**config.mk**
```make
export PLATFORM = sky130hd
export DESIGN_NAME = load_store_unit_flat
export DESIGN_NICKNAME = d
export VERILOG_FILES = /design/src/rtl/load_store_unit_pkg.sv /design/src/rtl/load_store_unit_if.sv /design/src/rtl/load_store_unit_lane_align.sv /design/src/rtl/load_store_unit.sv /design/src/flat_wrapper.sv
export SDC_FILE = /design/constraint.sdc
export NUM_CORES = 1
export LEC_CHECK = 0
export CAP_MARGIN = 20
export CORE_MARGIN = 10
export CORE_UTILIZATION = 44
export CTS_BUF_LIST = sky130_fd_sc_hd__clkbuf_8
export DETAILED_ROUTE_END_ITERATION = 6
export GPL_ROUTABILITY_DRIVEN = 1
export MAX_ROUTING_LAYER = met4
export PLACE_DENSITY = 0.8
export SETUP_SLACK_MARGIN = 0.3
export SLEW_MARGIN = 20
export SYNTH_ARGS = -nofsm -noshare
export SYNTH_HDL_FRONTEND = slang
export SYNTH_SLANG_ARGS = --single-unit
export TNS_END_PERCENT = 20
```
**constraint.sdc**
```tcl
create_clock -name clk -period 2.25 [get_ports clk]
set_clock_uncertainty 0.1 [all_clocks]
set_input_delay 0.3375 -clock clk [delete_from_list [all_inputs] [get_ports clk]]
set_output_delay 0.3375 -clock clk [all_outputs]
set_load 0.01 [all_outputs]
```
**src/rtl/load_store_unit_pkg.sv**
```systemverilog
// load_store_unit_pkg: shared widths, funct3 and FSM encodings for the load/store unit.
package load_store_unit_pkg;
    localparam int N = 32;
    localparam logic [2:0] LSU_LB  = 3'b000;
    localparam logic [2:0] LSU_LH  = 3'b001;
    localparam logic [2:0] LSU_LW  = 3'b010;
    localparam logic [2:0] LSU_LBU = 3'b100;
    localparam logic [2:0] LSU_LHU = 3'b101;
    localparam logic [2:0] LSU_SB  = 3'b000;
    localparam logic [2:0] LSU_SH  = 3'b001;
    localparam logic [2:0] LSU_SW  = 3'b010;
    localparam int LSU_ST_WIDTH = 2;
    localparam logic [LSU_ST_WIDTH-1:0] LSU_ST_IDLE   = 2'd0;
    localparam logic [LSU_ST_WIDTH-1:0] LSU_ST_ACCESS = 2'd1;
    localparam logic [LSU_ST_WIDTH-1:0] LSU_ST_DONE   = 2'd2;
    function automatic logic f3_illegal(input logic is_store, input logic [2:0] f3);
        return is_store ? (f3 > LSU_SW) : (f3 == 3'b011 || f3[2:1] == 2'b11);
    endfunction
endpackage

```
**src/rtl/load_store_unit_if.sv**
```systemverilog
// load_store_unit_if: data-memory request/acknowledge bus between the LSU (master) and memory (slave).
interface load_store_unit_if;
    logic                             memReq;
    logic                             memWe;
    logic [load_store_unit_pkg::N-1:0] memAddr;
    logic [load_store_unit_pkg::N-1:0] memWrData;
    logic [3:0]                       memByteEn;
    logic [load_store_unit_pkg::N-1:0] memRdData;
    logic                             memAck;
    modport master (output memReq, memWe, memAddr, memWrData, memByteEn, input memRdData, memAck);
    modport slave  (input memReq, memWe, memAddr, memWrData, memByteEn, output memRdData, memAck);
endinterface

```
**src/rtl/load_store_unit_lane_align.sv**
```systemverilog
// load_store_unit_lane_align: combinational store lane replication, byte enables and load extraction/extension.
module load_store_unit_lane_align
    import load_store_unit_pkg::*;
(
    input  logic [2:0]   funct3,
    input  logic [1:0]   byte_off,
    input  logic         is_store,
    input  logic [N-1:0] store_data,
    input  logic [N-1:0] rd_data,
    output logic [N-1:0] wr_data,
    output logic [N-1:0] load_data,
    output logic [3:0]   byte_en
);
    logic [7:0]  lb;
    logic [15:0] lh;
    always_comb begin
        lb = rd_data[{byte_off, 3'b000} +: 8];
        lh = byte_off[1] ? rd_data[31:16] : rd_data[15:0];
        wr_data = funct3 == LSU_SB ? {4{store_data[7:0]}} :
                  funct3 == LSU_SH ? {2{store_data[15:0]}} : store_data;
        byte_en = !is_store          ? 4'b1111 :
                  funct3 == LSU_SB   ? 4'b0001 << byte_off :
                  funct3 == LSU_SH   ? (byte_off[1] ? 4'b1100 : 4'b0011) : 4'b1111;
        load_data = funct3 == LSU_LB  ? {{24{lb[7]}}, lb} :
                    funct3 == LSU_LH  ? {{16{lh[15]}}, lh} :
                    funct3 == LSU_LBU ? {24'd0, lb} :
                    funct3 == LSU_LHU ? {16'd0, lh} :
                    funct3 == LSU_LW  ? rd_data : rd_data;
    end
endmodule

```
**src/rtl/load_store_unit.sv**
```systemverilog
// load_store_unit: multicycle memory-stage FSM (IDLE/ACCESS/DONE) over a req/ack data-memory bus.
// Define PHILV_MISALIGN_CHECK_EN to reject misaligned half/word accesses with error instead of issuing them.
module load_store_unit
    import load_store_unit_pkg::*;
(
    input  logic         clk,
    input  logic         rst,
    input  logic         start,
    input  logic         isStore,
    input  logic [2:0]   funct3,
    input  logic [N-1:0] addr,
    input  logic [N-1:0] storeData,
    output logic         busy,
    output logic         done,
    output logic         error,
    output logic [N-1:0] loadData,
    load_store_unit_if.master mem
);
    logic [LSU_ST_WIDTH-1:0] state;
    logic         is_store_q;
    logic [2:0]   f3_q;
    logic [1:0]   off_q;
    logic         idle;
    logic         misalign;
    logic         bad;
    logic [N-1:0] wr_data;
    logic [N-1:0] ld_data;
    logic [3:0]   byte_en;

`ifdef PHILV_MISALIGN_CHECK_EN
    assign misalign = (funct3[1:0] == 2'b01 && addr[0]) || (funct3[1:0] == 2'b10 && addr[1:0] != 2'b00);
`else
    assign misalign = 1'b0;
`endif

    assign idle       = state == LSU_ST_IDLE;
    assign bad        = f3_illegal(isStore, funct3) || misalign;
    assign busy       = !idle;
    assign done       = state == LSU_ST_DONE;
    assign mem.memReq = state == LSU_ST_ACCESS;

    // Store formatting uses the live inputs at start; load extraction uses the latched op.
    load_store_unit_lane_align u_align (
        .funct3     (idle ? funct3 : f3_q),
        .byte_off   (idle ? addr[1:0] : off_q),
        .is_store   (idle ? isStore : is_store_q),
        .store_data (storeData),
        .rd_data    (mem.memRdData),
        .wr_data    (wr_data),
        .load_data  (ld_data),
        .byte_en    (byte_en)
    );

    always_ff @(posedge clk) begin
        if (rst) begin
            state         <= LSU_ST_IDLE;
            error         <= 1'b0;
            loadData      <= '0;
            is_store_q    <= 1'b0;
            f3_q          <= 3'b000;
            off_q         <= 2'b00;
            mem.memWe     <= 1'b0;
            mem.memAddr   <= '0;
            mem.memWrData <= '0;
            mem.memByteEn <= 4'b0000;
        end else if (idle && start) begin
            is_store_q <= isStore;
            f3_q       <= funct3;
            off_q      <= addr[1:0];
            error      <= bad;
            state      <= bad ? LSU_ST_DONE : LSU_ST_ACCESS;
            if (!bad) begin
                mem.memWe     <= isStore;
                mem.memAddr   <= {addr[N-1:2], 2'b00};
                mem.memWrData <= wr_data;
                mem.memByteEn <= byte_en;
            end
        end else if (state == LSU_ST_ACCESS && mem.memAck) begin
            if (!is_store_q)
                loadData <= ld_data;
            mem.memWe <= 1'b0;
            state     <= LSU_ST_DONE;
        end else if (!idle && state != LSU_ST_ACCESS) begin
            state <= LSU_ST_IDLE;
        end
    end
endmodule

```
**src/flat_wrapper.sv**
```systemverilog
// flat-port wrapper written by rule: the top's interface ports become plain ports
module load_store_unit_flat import load_store_unit_pkg::*;
  (clk, rst, start, isStore, funct3, addr, storeData, busy, done, error, loadData, mem_memReq, mem_memWe, mem_memAddr, mem_memWrData, mem_memByteEn, mem_memRdData, mem_memAck);
  load_store_unit_if mem_i ();
  input  logic clk;
  input  logic rst;
  input  logic start;
  input  logic isStore;
  input  logic [2:0] funct3;
  input  logic [N-1:0] addr;
  input  logic [N-1:0] storeData;
  output logic busy;
  output logic done;
  output logic error;
  output logic [N-1:0] loadData;
  output wire logic [$bits(mem_i.memReq)-1:0] mem_memReq;
  output wire logic [$bits(mem_i.memWe)-1:0] mem_memWe;
  output wire logic [$bits(mem_i.memAddr)-1:0] mem_memAddr;
  output wire logic [$bits(mem_i.memWrData)-1:0] mem_memWrData;
  output wire logic [$bits(mem_i.memByteEn)-1:0] mem_memByteEn;
  input wire logic [$bits(mem_i.memRdData)-1:0] mem_memRdData;
  input wire logic [$bits(mem_i.memAck)-1:0] mem_memAck;
  assign mem_memReq = mem_i.memReq;
  assign mem_memWe = mem_i.memWe;
  assign mem_memAddr = mem_i.memAddr;
  assign mem_memWrData = mem_i.memWrData;
  assign mem_memByteEn = mem_i.memByteEn;
  assign mem_i.memRdData = mem_memRdData;
  assign mem_i.memAck = mem_memAck;
  load_store_unit u_core (.clk(clk), .rst(rst), .start(start), .isStore(isStore), .funct3(funct3), .addr(addr), .storeData(storeData), .busy(busy), .done(done), .error(error), .loadData(loadData), .mem(mem_i));
endmodule
```
== Word-level counts from Yosys, hierarchy flattened ==
Index checks and enable logic that the tools add are counted.

* Memories: 0
* Memory bits (writable): 0
* Latch bits: 0
* Register bits: 108
* Output and inout bits: 105
* Bits in read-only memories: 0

* Shifts and indexed selects: 2
* Div/mod/pow operators: 0
* Bitwise operators: 3
* Eq/ne operators: 9
* Add/sub/neg operators: 0
* Mux-type cells: 22
* Order comparisons: 1
* Multiply operators: 0
* Reduce and logical (&&, ||, !) cells: 12

{| class="wikitable"
|+ Operators with widths
! operator !! number
|-
| $mux 32 || 6
|-
| $shiftx 32x6->8 || 1
|-
| $mux 16 || 1
|-
| $mux 4 || 4
|-
| $mux 2 || 5
|-
| $eq 3x3->1 const B || 2
|-
| $mux 1 || 5
|-
| $eq 2x2->1 const B || 2
|-
| $reduce_and 2->1 || 2
|-
| $shl 1x2->4 const A || 1
|-
| $eq 3x1->1 const B || 1
|-
| $eq 3x2->1 const B || 1
|-
| $gt 3x2->1 const B || 1
|-
| $logic_and 1x1->1 || 3
|-
| $logic_not 3->1 || 1
|-
| $mux 3 || 1
|-
| $not 1->1 || 3
|-
| $reduce_and 3->1 || 1
|-
| $reduce_bool 3->1 || 1
|-
| $eq 2x1->1 const B || 1
|-
| $logic_not 2->1 || 1
|-
| $ne 2x1->1 const B || 1
|-
| $ne 2x2->1 const B || 1
|-
| $reduce_bool 2->1 || 1
|-
| other kinds (2) || 2
|}

== Logic depth before layout (Yosys ltp) ==
Gate-level depths: netlist of run 1.

* Depth after elaboration: 7
* Mapped depth: 8
* Gate-level depth less buffers: 6

== Modules after synthesis ==
From an unflattened synthesis of run 1, not the netlist that was laid out.

* Cells, all modules: 666
* Area, all modules: 5657.9 um^2

{| class="wikitable"
|+ Modules (own cells, without submodules)
! module !! instances !! area each (um^2) !! cells each
|-
| load_store_unit || 1 || 4560.6 || 481
|-
| load_store_unit_lane_align || 1 || 1097.3 || 185
|}

== Worst setup path before layout of run 1 ==
No wires, ideal clock.

* Path kind: register -> register
* From: reg u_core.state[0]
* To: reg u_core.loadData[22]
* Stages on the path, launching flop included: 8
* Data required time: 2.005 ns
* Clock period less this slack: 2.005 ns
* Setup time: 0.145 ns
* Arrival time: 1.760 ns
* Path buffers: 2
* Slack: 0.245 ns
* Cells stage by stage: dfxtp_1 buf_2 or3b_4 nand3_2 nand3_2 a311oi_4 buf_6 a211oi_2

* Longest elaborated chain between the ends: 7
* Elaborated cells between the ends (all ways): 18

{| class="wikitable"
|+ RTL lines
! item !! RTL line !! text
|-
| start: declaration || load_store_unit.sv:19 || <nowiki>logic [LSU_ST_WIDTH-1:0] state;</nowiki>
|-
| start signal: assignment || load_store_unit.sv:71 || <nowiki>state <= bad ? LSU_ST_DONE : LSU_ST_ACCESS;</nowiki>
|-
| parallel branches: the longest is 7 deep, another holds $shiftx 32x6->8 || - ||
|-
| end signal: assignment || load_store_unit.sv:80 || <nowiki>loadData <= ld_data;</nowiki>
|-
| end: declaration || load_store_unit.sv:16 || <nowiki>output logic [N-1:0] loadData,</nowiki>
|}

Parallel ways; which one is timed is not known.
A chain may end at the register's enable or synchronous reset.

== Final worst setup path of run 1 ==
* From: reg u_core.state[0]
* To: reg u_core.loadData[23]

The elaborated chain is that of the path after synthesis.

==> results of run 1 <==
worst paths after layout:
check / startpoint / to / cells past startpoint
min: rst / u_core.mem.memAddr[15] / 2
max: u_core.state[0] / u_core.loadData[23] / 7
max reg2reg: u_core.state[0] / u_core.loadData[23] / 7
min reg2reg: u_core.mem.memAddr[15] / u_core.mem.memAddr[15] / 2
sequential cells by signal (all words and copies together), names as in the netlist:
signal and count:
u_core.f3_q 3, u_core.mem.memAddr 30, u_core.off_q 2, u_core.state 2, u_core.mem.memWe 1, u_core.is_store_q 1, u_core.mem.memByteEn 4, u_core.error 1
u_core.loadData 32, u_core.mem.memWrData 32
cell type report:
type	count	area, um^2	area share, %
Clock buffer	9	124	1.60
Clock inverter	7	115	1.48
Inverter	4	15.0	0.193
Multi-Input combinational cell	420	2640	34.1
Sequential cell	108	2170	28.0
Tap cell	140	175	2.26
Timing Repair Buffer	249	2520	32.4
worst max-delay path, stage by stage, from the launching register on:
cell      delay [ns]
dfxtp_4         0.41
buf_6           0.15
o21a_1          0.21
o21ai_1         0.27
nand3_4         0.14
a311oi_4        0.46
buf_6           0.19
a211oi_2        0.07
power groups by stage:
stage / Sequential (mW) / Combinational, mW / Clock, mW
floorplan: 2.19 / 0.550 / 0
global placement: 2.15 / 1.21 / 0
finish: 2.11 / 1.32 / 1.43
detailed placement: 2.15 / 1.24 / 0
global route: 2.12 / 1.42 / 1.53
CTS: 2.11 / 1.25 / 1.44
metal layers:
metal	vias up	share of wire, %	track usage, %
met5	-	0	-
met4	0	2.1	7.23
met3	26	5.5	4.74
met2	179	51	36.0
met1	2455	42	26.0
li1	2452	-	-
repair_timing:
| action | in CTS | in global routing |
|---|---|---|
| cloned | 0 | 2 |
| setup buffers | 1 | 7 |
| pin swaps | 0 | 9 |
| resized for setup | 7 | 34 |
| endpoints found under the setup margin | 44 | 66 |
metrics by stage:
stage / std cells / TNS (ns) / utilization, % / cell area (um^2)
after detailed placement: 911 / -5.27 / 67.0 / 7290
after CTS: 928 / 0 / 69.3 / 7550
after global routing: 937 / 0 / 71.3 / 7760
after global placement: 911 / -2.68 / 67.0 / 7290
after floorplan: 578 / 0 / - / 4940
final: 937 / 0 / 71.3 / 7760
cells by family after synthesis:
family / Yosys count / synth area share (%)
mux: 24 / 4.93
other cells: 1 / 0.0761
buf+inv: 50 / 5.46
flops: 108 / 43.9
simple gates: 225 / 19.9
compound gates: 169 / 25.7
cell usage in the layout, fill, tap and decap left out, types with 4 or more instances in the layout:
cell type / Yosys / routed
buf_12: 0 / 9
a21oi_1: 48 / 48
buf_6: 4 / 7
clkdlybuf4s50_1: 0 / 201
clkbuf_8: 0 / 9
o31ai_1: 5 / 5
and3_1: 9 / 9
inv_1: 3 / 4
nand2_1: 111 / 111
nor2_1: 76 / 76
mux2i_1: 22 / 22
dfxtp_1: 108 / 106
o221a_2: 7 / 7
a2bb2oi_1: 8 / 8
a311oi_1: 8 / 5
a211oi_2: 13 / 15
a211oi_1: 31 / 28
a21boi_0: 7 / 7
o21ai_0: 18 / 16
a21o_1: 7 / 7
buf_4: 10 / 27
==> metrics.txt, run 1 <==
critical path arrival=2.27 ns; Synth Register Bits=108; Vias/cell=5.46; Ports=209; Die Ht=126 um; Post-synth top flop=dfxtp_1; Hold Crit Class=in -> reg; Die Wd=126 um; average size of a mapped cell=8.54 um^2; Switching Power=1.41 mW; fmax=475 MHz; worst slack at placement=-0.193 ns; gp weighted congestion=0.909; Filler cells=880; Setup WS post-layout=0.145 ns; Ys Warns=0; max-slew violations=0; crit path time final=2.10 ns; DR pass1 iterations=4; critical path startpoint category=register; register area share after synthesis=43.9%; Setup-failing EPs final=0; site row count=38; EDFF count, synth=0; CP max FO=8; Rel. slew slack=63.2%; core area=0.0109 mm^2; hold buffers post-CTS=0; DRC=0; Final nets=896; clock tree sinks=108; max-cap violation count=0; Power Total=4.86 mW; Post-synth top cells=111 x nand2_1, 108 x dfxtp_1, 76 x nor2_1, 48 x a21oi_1, 31 x a211oi_1; share of post-route cells with drive strength above 1=14.2%; GRT Total Usage=21.9%; DPL Wire Length=13800 um; pin count of the biggest net entering global routing=50; antenna violations before repair=0; distinct cell type count after synthesis=55; Seq pwr share=43.4%; diode count=0; count leader, synth=nand2_1; Clock transition at path regs=0.10 ns; Clock Tree Root=clkbuf_8; Worst Path Required=2.42 ns; DR iter-0 viols=327; RSZ-0062 raised after global routing=true; asr flop ratio synth=0%; GRT overflow=0; VDD IR max=0.000427 V; hold slack final=0.341 ns; Logic pwr share=27.3%; vias in the first global route=5114; clock share of power=29.3%; Area growth syn-to-layout=57.5%; total die area=0.0158 mm^2; H-tree levels=3; status=finished clean; first-pass GRT wire length=27700 um; Worst Tran Pin Value=0.552 ns; fin crit share=93.5%; CTS tree=built; clk_lat worst skew=0.38 ns; Leak=2.91 nW; Synth top area share=43.9%; Port Buffers=206; leading area contributor after synthesis=dfxtp_1; Initial Util=45.3%; via count=5112; worst reg2reg setup slack=0.15 ns; antenna-violating nets left=0; ranking of synthesized cells by area=dfxtp_1 44%, nand2_1 8.5%, nor2_1 5.8%, a21oi_1 4.9%, a211oi_1 4.7%; Int Pwr=3.45 mW; Fin. Hold Viols=0; Post-Synthesis Cell Area=0.00493 mm^2; routed wire length=18400 um; CP Capture Type=register; Pwr per Cell Area=626 mW/mm^2; WS Path Type=reg -> reg; CTS Buffer Depth=2; average wire per standard cell=19.7 um; CTS Buf Count=9; post-synthesis instance total=577; switching part of the total power=28.9%
Power figures use the tool's default switching activity.
==> run 2, diff against run 1 <==
--- a/config.mk
+++ b/config.mk
@@ -13,6 +13,7 @@
 export GPL_ROUTABILITY_DRIVEN = 1
 export MAX_ROUTING_LAYER = met4
 export PLACE_DENSITY = 0.8
+export RECOVER_POWER = 100
 export SETUP_SLACK_MARGIN = 0.3
 export SLEW_MARGIN = 20
 export SYNTH_ARGS = -nofsm -noshare
==> metrics.txt, run 2 (same netlist as run 1, synthesis figures left out) <==
status=finished clean (unchanged); Pwr per Cell Area=623 mW/mm^2 (was 626 mW/mm^2); max-cap violation count=0 (unchanged); total die area=0.0158 mm^2 (unchanged); crit path time final=2.16 ns (was 2.10 ns); critical path startpoint category=register (unchanged); setup_tns=0 ns (unchanged); worst reg2reg setup slack=0.09 ns (was 0.15 ns); Area growth syn-to-layout=56.0% (was 57.5%); DR pass1 iterations=5 (was 4); Setup-failing EPs final=0 (unchanged); gp weighted congestion=0.909 (unchanged); clk_lat worst skew=0.38 ns (about the same); Worst Tran Pin Value=0.548 ns (was 0.552 ns); Die Wd=126 um (unchanged); max-slew violations=0 (unchanged); RSZ-0062 raised after global routing=true (unchanged); Setup WS post-layout=0.0870 ns (was 0.145 ns); DRC=0 (unchanged); Die Ht=126 um (unchanged); DR iter-0 viols=347 (was 327); end point of the critical path=u_core.loadData[23] (unchanged); Layout Utilization=70.6% (was 71.3%); first-pass GRT wire length=27700 um (unchanged); area of placed instances=0.00729 mm^2 (unchanged); VDD IR max=0.000424 V (was 0.000427 V); vias in the first global route=5114 (unchanged); antenna-violating nets left=0 (unchanged); share of post-route cells with drive strength above 1=13.3% (was 14.2%); fin crit share=96.1% (was 93.5%); clock tree sinks=108 (unchanged); Port Buffers=206 (unchanged); DPL Wire Length=13800 um (unchanged); H-tree levels=3 (unchanged); GRT overflow=0 (unchanged); via count=5136 (was 5112); average wire per standard cell=19.6 um (was 19.7 um); Vias/cell=5.48 (was 5.46); CTS Buffer Depth=2 (unchanged); CP Capture Type=register (unchanged); critical path arrival=2.34 ns (was 2.27 ns); most frequent cells in the layout=111 x nand2_1, 106 x dfxtp_1, 101 x clkdlybuf4s50_1 (was 201 x clkdlybuf4s50_1, 111 x nand2_1, 106 x dfxtp_1); Rel. slew slack=63.4% (was 63.2%); most common cell after layout, fill and taps aside=nand2_1 (was clkdlybuf4s50_1); Leak=3.18 nW (was 2.91 nW); WS Path Type=reg -> reg (unchanged); GRT Total Usage=21.9% (unchanged); R2R Path End=u_core.loadData[23] (unchanged); fmax=462 MHz (was 475 MHz); core area=0.0109 mm^2 (unchanged); antenna violations before repair=0 (unchanged); Non-Filler Cell Area, Final=0.00769 mm^2 (was 0.00776 mm^2); CTS Buf Count=9 (unchanged); CP max FO=8 (unchanged); hold path startpoint=rst (unchanged); site row count=38 (unchanged); pin count of the biggest net entering global routing=50 (unchanged); Hold Crit Class=in -> reg (unchanged); Final nets=896 (unchanged); Clock Tree Root=clkbuf_8 (unchanged); CTS tree=built (unchanged); worst slack at placement=-0.193 ns (unchanged); FF-to-FF Start=u_core.state[0] (unchanged); Ports=209 (unchanged); Largest regs=u_core.loadData: 32 flops, u_core.mem.memWrData: 32 flops, u_core.mem.memAddr: 30 flops (unchanged); Filler cells=899 (was 880); FF-to-FF path depth=7 (unchanged); Clock transition at path regs=0.10 ns (about the same); diode count=0 (unchanged); Fin. Hold Viols=0 (unchanged); routed wire length=18400 um (about the same); Worst Path Required=2.42 ns (about the same); Critical path origin=u_core.state[0] (unchanged); Initial Util=45.3% (unchanged)
==> run 2: area by class of cell <==
| class | instances | area (um^2) | share of cell area, % |
|---|---|---|---|
| inverter | 4 | 15.0 | 0.195 |
| tap | 140 | 175 | 2.28 |
| multi-input combinational | 420 | 2610 | 33.9 |
| clock buffer | 9 | 124 | 1.61 |
| clock inverter | 7 | 115 | 1.50 |
| timing repair buffer | 249 | 2480 | 32.3 |
| sequential | 108 | 2170 | 28.2 |
==> run 2: through the flow <==
step / cells / hold WS, ns / power (mW)
6_report: 937 / 0.335 / 4.79
5_1_grt: 937 / 0.356 / 5.00
4_1_cts: 928 / 0.334 / 4.80
3_5_place_dp: 911 / 0.348 / 3.39
3_3_place_gp: 911 / 0.341 / 3.36
2_1_floorplan: 578 / 0.360 / 2.74
==> run 2: worst min-delay path by stage <==
stage / end / slack, ns / depth (start not counted)
4_1_cts: u_core.mem.memAddr[11] / 0.33 / 2
6_report: u_core.mem.memAddr[15] / 0.34 / 2
5_1_grt: u_core.mem.memAddr[15] / 0.36 / 2
3_3_place_gp: u_core.mem.memAddr[27] / 0.34 / 2
3_5_place_dp: u_core.mem.memAddr[15] / 0.35 / 2
2_1_floorplan: u_core.off_q[1] / 0.36 / 2
==> run 2: routing by layer <==
metal | track usage [%] | up-vias | routed length [um]
li1 | - | 2463 | -
met1 | 26.0 | 2437 | 7530
met2 | 36.0 | 202 | 9290
met3 | 4.74 | 34 | 1150
met4 | 7.23 | 0 | 407
met5 | - | - | 0
==> run 2: repair_timing <==
item / CTS / global route
hold buffers: 0 / 0
resized for setup: 7 / 34
cloned: 0 / 2
endpoints found under the setup margin: 44 / 66
pin swaps: 0 / 9
setup buffers: 1 / 7
==> run 2: critical path, cell delays in order, from the launching register on <==
cell	delay (ns)
dfxtp_4	0.41
buf_6	0.15
o21a_1	0.20
o21ai_1	0.26
nand3_4	0.13
a311oi_2	0.52
buf_6	0.21
a211oi_2	0.07
==> run 2: power breakdown <==
part           leakage [nW]  switching, mW  total [mW]  internal (mW)
combinational          2.18          0.634        1.26          0.624
sequential            0.884         0.0698        2.10           2.03
clock                 0.121          0.688        1.43          0.738
==> run 3, diff against run 2 <==
--- a/config.mk
+++ b/config.mk
@@ -14,6 +14,7 @@
 export MAX_ROUTING_LAYER = met4
 export PLACE_DENSITY = 0.8
 export RECOVER_POWER = 100
+export REMOVE_ABC_BUFFERS = 1
 export SETUP_SLACK_MARGIN = 0.3
 export SLEW_MARGIN = 20
 export SYNTH_ARGS = -nofsm -noshare
==> metrics.txt, run 3 (same netlist as run 1, synthesis figures left out) <==
status=finished clean (unchanged); Die Ht=126 um (unchanged); clock share of power=26.6% (was 29.8%); worst reg2reg setup slack=0.03 ns (was 0.09 ns); total die area=0.0158 mm^2 (unchanged); Area growth syn-to-layout=60.9% (was 56.0%); Hold Crit Endpoint=u_core.loadData[28] (was u_core.mem.memAddr[15]); crit path time final=2.22 ns (was 2.16 ns); GRT Total Usage=23.1% (was 21.9%); FF-to-FF Start=u_core.state[1] (was u_core.state[0]); routed wire length=19900 um (was 18400 um); Seq pwr share=44.6% (was 43.9%); FF-to-FF path depth=8 (was 7); Hold Crit Class=in -> reg (unchanged); Pwr per Cell Area=595 mW/mm^2 (was 623 mW/mm^2); Initial Util=45.3% (unchanged); Ports=209 (unchanged); Largest regs=u_core.loadData: 32 flops, u_core.mem.memWrData: 32 flops, u_core.mem.memAddr: 30 flops (unchanged); diode count=0 (unchanged); average wire per standard cell=20.9 um (was 19.6 um); clock tree sinks=108 (unchanged); via count=5373 (was 5136); Critical path buffers and inverters=3 (was 2); CTS Buffer Depth=2 (unchanged); Setup-failing EPs final=0 (unchanged); gp weighted congestion=0.918 (was 0.909); CTS Buf Count=9 (unchanged); met3 GRT Util=3.86% (was 4.74%); core area=0.0109 mm^2 (unchanged); pin count of the biggest net entering global routing=62 (was 50); switching part of the total power=31.4% (was 29.1%); share of post-route cells with drive strength above 1=16.0% (was 13.3%); Final nets=913 (was 896); DP Cell Count=921 (was 911); most frequent cells in the layout=109 x nand2_1, 106 x dfxtp_1, 103 x clkdlybuf4s50_1 (was 111 x nand2_1, 106 x dfxtp_1, 101 x clkdlybuf4s50_1); CP max-delay cell=dfxtp_4 (was a311oi_2); critical path startpoint category=register (unchanged); max-cap violation count=0 (unchanged); vias in the first global route=5244 (was 5114); Clock transition at path regs=0.11 ns (was 0.10 ns); Final Non-Filler Cells=954 (was 937); first-pass GRT wire length=28800 um (was 27700 um); Int Pwr=3.23 mW (was 3.40 mW); RSZ-0062 raised after global routing=true (unchanged); antenna-violating nets left=0 (unchanged); clk_lat worst skew=0.40 ns (was 0.38 ns); WS Path Type=reg -> reg (unchanged); Power Total=4.71 mW (was 4.79 mW); R2R Path End=u_core.loadData[27] (was u_core.loadData[23]); fin crit share=98.8% (was 96.1%); site row count=38 (unchanged); DR pass1 iterations=5 (unchanged); Crit path max-delay family=compound AO/OA/AOI/OAI gates (unchanged); GRT overflow=0 (unchanged); met1 Use GR=23.8% (was 26.0%); CTS tree=built (unchanged); hold slack final=0.273 ns (was 0.335 ns); DPL Wire Length=13900 um (was 13800 um); Die Wd=126 um (unchanged); H-tree levels=3 (unchanged); Vias/cell=5.63 (was 5.48); DRC=0 (unchanged); hold buffers post-CTS=0 (unchanged); CP cell instances=buf_6 > o21a_1 > o21ai_1 > nand3_4 > a311oi_4 > buf_4 > buf_16 > a211oi_2 (was buf_6 > o21a_1 > o21ai_1 > nand3_4 > a311oi_2 > buf_6 > a211oi_2); Switching Power=1.48 mW (was 1.39 mW); Port Buffers=206 (unchanged); Worst Path Required=2.42 ns (about the same); Fin. Hold Viols=0 (unchanged); Setup WS post-layout=0.0260 ns (was 0.0870 ns); fmax=450 MHz (was 462 MHz); hold path cells=2 (unchanged); CP max FO=8 (unchanged); Logic pwr share=28.8% (was 26.3%); max-slew violations=0 (unchanged); GRT met2 Usage=39.6% (was 36.0%); Top Usage Layer GRT=met2 (unchanged); hold path startpoint=rst (unchanged); most common cell after layout, fill and taps aside=nand2_1 (unchanged); critical path arrival=2.39 ns (was 2.34 ns); DR iter-0 viols=455 (was 347); worst slack at placement=-0.636 ns (was -0.193 ns); Clock Tree Root=clkbuf_8 (unchanged); VDD IR max=0.000531 V (was 0.000424 V); delay of the slowest critical-path stage=0.39 ns (was 0.52 ns); Filler cells=767 (was 899); Leak=3.28 nW (was 3.18 nW); CP Capture Type=register (unchanged); antenna violations before repair=0 (unchanged)
-- run 3: cell type report --
type	instances	area (um^2)	area share (%)
clock inverter	7	75.1	0.947
inverter	4	15.0	0.189
sequential	108	2170	27.4
tap	140	175	2.21
multi-input combinational	420	2650	33.4
timing repair buffer	266	2720	34.3
clock buffer	9	124	1.56
-- run 3: routing by layer --
metal,vias to the layer above,share of wire [%]
li1,2500,-
met1,2527,36
met2,263,51
met3,83,6.2
met4,0,6.9
met5,-,0
-- run 3: worst max-delay path by stage --
| stage | from | to | slack [ns] | depth (start not counted) |
|---|---|---|---|---|
| 2_1_floorplan | u_core.state[1] | u_core.loadData[30] | -0.40 | 6 |
| 3_3_place_gp | addr[0] | u_core.loadData[30] | -0.47 | 7 |
| 3_5_place_dp | addr[0] | u_core.loadData[17] | -0.64 | 7 |
| 4_1_cts | u_core.state[1] | u_core.loadData[30] | 0.12 | 7 |
| 5_1_grt | u_core.state[1] | u_core.loadData[27] | -0.02 | 8 |
| 6_report | u_core.state[1] | u_core.loadData[27] | 0.03 | 8 |
-- run 3: what timing repair did --
item / 4_1_cts / 5_1_grt
pin swaps: 6 / 7
gates resized for setup: 26 / 30
setup endpoints to repair: 104 / 103
hold endpoints to repair: 0 / 0
cloned: 2 / 3
setup buffers: 7 / 5
-- run 3: power by group through the flow --
| stage | clock network (mW) | registers (mW) | logic (mW) |
|---|---|---|---|
| 2_1_floorplan | 0 | 2.20 | 0.465 |
| 3_3_place_gp | 0 | 2.14 | 1.22 |
| 3_5_place_dp | 0 | 2.15 | 1.25 |
| 4_1_cts | 1.27 | 2.10 | 1.31 |
| 5_1_grt | 1.34 | 2.12 | 1.44 |
| 6_report | 1.25 | 2.10 | 1.36 |
-- run 3: through the flow --
stage	cell area, um^2	utilization [%]	TNS, ns
floorplan	4680	-	-18.98
global placement	7320	67.2	-9.62
detailed placement	7320	67.2	-13.77
CTS	7720	70.9	0
global route	7930	72.8	-0.0743
finish	7930	72.8	0
